$ cat config.mk
export PLATFORM = sky130hd
export DESIGN_NAME = q3b_seq_tx
export DESIGN_NICKNAME = d
export VERILOG_FILES = /design/src/rtl/q3b_seq_tx.sv
export SDC_FILE = /design/constraint.sdc
export NUM_CORES = 1
export LEC_CHECK = 0
export ABC_AREA = 1
export BUFFER_PORTS_ARGS = -buffer_cell sky130_fd_sc_hd__buf_2
export CAP_MARGIN = 10
export CELL_PAD_IN_SITES_DETAIL_PLACEMENT = 0
export CELL_PAD_IN_SITES_GLOBAL_PLACEMENT = 1
export CORE_ASPECT_RATIO = 1.1
export CORE_MARGIN = 10
export CORE_UTILIZATION = 40
export DETAILED_ROUTE_END_ITERATION = 10
export PLACE_DENSITY_LB_ADDON = 0.12
export SETUP_SLACK_MARGIN = 0.3
export SLEW_MARGIN = 20
export SYNTH_ARGS = -nofsm -noshare
export SYNTH_HDL_FRONTEND = slang
export SYNTH_SLANG_ARGS = --single-unit
$ cat constraint.sdc
create_clock -name clk -period 1.6 [get_ports clk]
set_input_delay 0.4 -clock clk [delete_from_list [all_inputs] [get_ports clk]]
set_output_delay 0.4 -clock clk [all_outputs]
set_load 0.005 [all_outputs]
$ cat src/rtl/q3b_seq_tx.sv
// MSB-first serial transmitter for the Q3b receiver, with a cycle-exact shadow of that receiver.
// First bit one cycle after accept; data_ready low through SHIFT/GAP, one word per WIDTH+GAP+1 cycles.
module q3b_seq_tx #(
  parameter int WIDTH = 8,
  parameter int GAP   = 1,
  parameter int CNT_W = 4
) (
  input  logic             clk,
  input  logic             reset,
  input  logic [WIDTH-1:0] data_in,
  input  logic             data_valid,
  output logic             data_ready,
  output logic             x,
  output logic             x_valid,
  output logic             busy,
  output logic             z_pred,
  output logic             done,
  output logic [CNT_W-1:0] word_zcnt
);

  localparam int BC_W = $clog2(WIDTH);
  localparam logic [BC_W-1:0]  BC_LAST  = BC_W'(WIDTH - 1);
  localparam logic [3:0]       GAP_LAST = 4'((GAP > 0) ? GAP - 1 : 0);
  localparam logic [CNT_W-1:0] ACC_MAX  = {CNT_W{1'b1}};

  typedef enum logic [1:0] {IDLE, SHIFT, GAP_ST} ctrl_t;
  typedef enum logic [2:0] {S_A = 3'd0, S_B = 3'd1, S_C = 3'd2, S_D = 3'd3, S_E = 3'd4} shd_t;

  ctrl_t            ctrl, ctrl_nxt;
  shd_t             shadow, shadow_nxt;
  logic [WIDTH-1:0] shreg;
  logic [BC_W-1:0]  bitcnt;
  logic [3:0]       gapcnt;
  logic [CNT_W-1:0] acc, acc_upd;
  logic             accept;
  logic             zhit;

  always_ff @(posedge clk) begin
    if (reset) begin
      ctrl      <= IDLE;
      shadow    <= S_A;
      shreg     <= '0;
      bitcnt    <= '0;
      gapcnt    <= '0;
      acc       <= '0;
      word_zcnt <= '0;
    end else begin
      ctrl   <= ctrl_nxt;
      shadow <= shadow_nxt;
      if (accept) begin
        shreg  <= data_in;
        bitcnt <= '0;
        acc    <= '0;
      end else if (ctrl == SHIFT) begin
        shreg  <= shreg << 1;
        bitcnt <= bitcnt + 1'b1;
        acc    <= acc_upd;
      end
      gapcnt <= (ctrl == GAP_ST) ? gapcnt + 1'b1 : 4'd0;
      // The done cycle's own hit is folded in before the snapshot.
      if (done) word_zcnt <= acc_upd;
    end
  end

  always_comb begin
    ctrl_nxt   = ctrl;
    data_ready = 1'b0;
    x          = 1'b0;
    x_valid    = 1'b0;
    busy       = 1'b0;
    done       = 1'b0;
    accept     = 1'b0;
    case (ctrl)
      IDLE: begin
        data_ready = 1'b1;
        if (data_valid) begin
          accept   = 1'b1;
          ctrl_nxt = SHIFT;
        end
      end
      SHIFT: begin
        x       = shreg[WIDTH-1];
        x_valid = 1'b1;
        busy    = 1'b1;
        if (bitcnt == BC_LAST) begin
          done     = 1'b1;
          ctrl_nxt = (GAP > 0) ? GAP_ST : IDLE;
        end
      end
      GAP_ST: begin
        busy = 1'b1;
        if (gapcnt == GAP_LAST) ctrl_nxt = IDLE;
      end
      default: ctrl_nxt = IDLE;
    endcase
  end

  // Shadow advances on every driven x, including idle zeros, exactly like the receiver.
  always_comb begin
    shadow_nxt = S_A;
    case (shadow)
      S_A:     shadow_nxt = x ? S_B : S_A;
      S_B:     shadow_nxt = x ? S_E : S_B;
      S_C:     shadow_nxt = x ? S_B : S_C;
      S_D:     shadow_nxt = x ? S_C : S_B;
      S_E:     shadow_nxt = x ? S_E : S_D;
      default: shadow_nxt = S_A;
    endcase
    z_pred  = (shadow == S_D) || (shadow == S_E);
    zhit    = x_valid && ((shadow_nxt == S_D) || (shadow_nxt == S_E));
    acc_upd = (zhit && (acc != ACC_MAX)) ? acc + 1'b1 : acc;
  end

endmodule

==> run metrics <==
status=finished, violations left; failing checks=setup timing; number of enable flip-flop cells after synthesis=0; Synth area leaders=dfxtp_1, nand2_1, ha_1; Filler Cells Inserted=274; Mapped Nets=202; TritonCTS buffer count=3; Synth Area in Adders=just over 8%; Pre-antenna DRT Iters=4; r2r setup slk=roughly 20 ps; main combinational cell family by area after synthesis=simple AND/OR/NAND/NOR gates; Die Y=81.13 µm; CP required=between 1000 and 1500 ps; Slew @ Worst Pin=257.5 ps; pwr/cell area=between 800 and 900 nW/µm²; max_cap viols=0; max_slew headroom=approximately 83%; hold buffer count at CTS=0; asr flop ratio synth=0%; Starting Density=around two fifths; deepest clock path buffer count=2; Flop pwr share=42.9%; Switch Pwr=between 0.0005 and 0.0006 W; Startpoint Class=flip-flop; drt wl/cell=13.83 µm; clk_skew=slightly below 6 ps; vias=between 1000 and 1500; pin count of the biggest net entering global routing=17; CP max FO=2; post-synthesis mux area share=0%; cells after synthesis=182; synth warn=0; Syn-to-layout area delta=51.84%; core box area=approximately 3300 µm²; Top-Level Pins=21; vias in the first global route=roughly 1400; crit path kind=flip-flop to primary output; most common cell in the netlist=nand2_1; Reg clk slew, reported paths=160 ps; first-pass GRT wire length=6279 µm; antenna violations before repair=0; reg2reg path depth=12; Combinational Power Share=a little under a third; ANT nets after route=0; Post-Synth XOR/XNOR Area=roughly 1.3%; GR Overflow Total=0; maximum vdd ir drop=between 0.0005 and 0.0006 V; arrival time at the worst endpoint=about 1200 ps; Synth Area in Compound Gates=between 10% and 20%; Final WS setup=-33.38 ps; Antenna diodes=0; Yosys cell types=24; synthesized area per cell=7.466 µm²; final setup vio count=3; Sw Ratio=roughly 29%; Hold Path Class=input port to flip-flop; RSZ-0062 raised after global routing=true; Post-synth top cells=nand2_1, dfxtp_1, nor2_1; Internal=~0.0013 W; Yosys reg bits=28; post-synth top area share=41.25%; post-synthesis instance area=1359 µm²; global-route usage over all layers=between 10 and 15%; CTS sink count=28; Port-buffer cells=20; Synth Flop Type=dfxtp_1; Min-Delay Path Depth=3; Final Routed Wirelength=around 3700 µm; Die ar.=about 6000 µm²; final instance area=between 2000 and 2500 µm²; H-tree depth=1; min cycle time layout=1633 ps; final slew viol count=0; Vias/cell=5.066; CTS root buffer=clkbuf_4; register area share after synthesis=between 40% and 50%; Clock power frac=25.8%; Post-DP HPWL=between 2000 and 2500 µm; leak pwr=0.9365 nW; fin nets=around 260; Initial DRC Count=107; post-layout util=62.46%; final count of hold timing violations=0; final worst path period share=102.1%; die width=around 76 µm; CTS tree=done; Placement Rows=22; Critical Path Sink Type=primary output; Post-Synth Simple-Gate Area=between 30% and 40%; layout cells sized above 1=48.09%; dpl cell area=~1600 µm²; Placer Congestion=slightly above 0.8; Yosys top cell by area=dfxtp_1; # DRC=0; Clk Latency, worst-skew pair=about 340 ps; Max Fclk=just over 0.6 GHz
-- layer usage --
| metal | vias to the layer above | part of all wire [%] | global-route usage [%] |
|---|---|---|---|
| met5 | - | 0 | 0 |
| met1 | 636 | 41 | 13.44 |
| li1 | 699 | - | - |
| met4 | 0 | 2.2 | 5.204 |
| met3 | 10 | 5.0 | 3.659 |
| met2 | 28 | 52 | 23.66 |
-- worst paths after layout --
path | from | to
setup reg to reg | ctrl[1]$_SDFFE_PP0P_ | word_zcnt[0]$_SDFFE_PP0P_
setup / recovery | bitcnt[0]$_SDFFE_PP0N_ | done
hold reg to reg | gapcnt[0]$_SDFF_PP0_ | gapcnt[0]$_SDFF_PP0_
hold / removal | data_in[0] | shreg[0]$_SDFFE_PP0P_
-- per-stage QoR --
| step | hold WS [ps] | instances | power, W | setup TNS [ps] | setup slack (ps) |
|---|---|---|---|---|---|
| floorplan | 429.7 | 182 | 0.001034 | 0 | 254.2 |
| global placement | 450.3 | 242 | 0.001160 | 0 | 167.9 |
| detailed placement | 459.1 | 242 | 0.001171 | 0 | 114.7 |
| CTS | 306.8 | 262 | 0.001792 | -103.4 | -56.45 |
| global route | 331.3 | 271 | 0.001952 | -382.8 | -92.96 |
| finish | 315.5 | 271 | 0.001850 | -55.35 | -33.38 |
-- sequential cells by signal, indices dropped and copies added (netlist names) --
register and flops:
shreg 8, acc 4, gapcnt 4, word_zcnt 4
bitcnt 3, shadow 3, ctrl 2
-- kinds of logic (layout without fill, tap and decap cells) --
family,after synthesis,in the layout
AOI/OAI and AO/OA,28,28
xor gates and xnor gates,2,2
adders and majority gates,9,9
buffers and inverters,26,79
and+or+nand+nor,89,89
DFF,28,28
-- power groups by stage --
stage	sequential (W)	combinational, W	clock, W
floorplan	0.000797	0.000238	0
global route	0.000799	0.000640	0.000514
CTS	0.000793	0.000511	0.000487
global placement	0.000802	0.000358	0
detailed placement	0.000806	0.000365	0
finish	0.000793	0.000580	0.000476
-- critical path, stage by stage (launching register included) --
cell and delay, ps:
dfxtp_2 370, ha_4 160, ha_4 170, nand2_4 60
inv_4 40, buf_6 100
-- repair_timing --
| action | 4_1_cts | 5_1_grt |
|---|---|---|
| pin swaps | 16 | 14 |
| setup endpoints to repair | 22 | 20 |
| gates resized for setup | 49 | 28 |
| setup buffers | 16 | 9 |
-- cell usage in the layout, fill, tap and decap left out, types with 2 or more instances in the layout --
cell       n
inv_4      5
buf_2     15
inv_1     14
nand3_2    6
nand4_1    4
ha_1       4
nand3_1    8
a21oi_2    5
dfxtp_4    4
nor2_1    17
buf_4     29
dfxtp_2    5
clkbuf_4   3
ha_4       4
nand2_1   32
a21oi_1    8
buf_6      9
xnor2_1    2
dfxtp_1   19
nand2_2    5
nand2_4    9
o21ai_0    6
a31oi_1    7
nor2_4     4
inv_2      2
-- layout make-up --
cell class                      instances  area [µm²]  area share (%)
Timing Repair Buffer                   54       409.1           19.83
Sequential cell                        28       581.8           28.20
Clock inverter                          1       30.03           1.455
Tap cell                               36       45.04           2.183
Inverter                               21       91.34           4.427
Clock buffer                            3       22.52           1.092
Multi-Input combinational cell        128       883.3           42.81
Note: power is estimated with default switching activity, not from simulation.
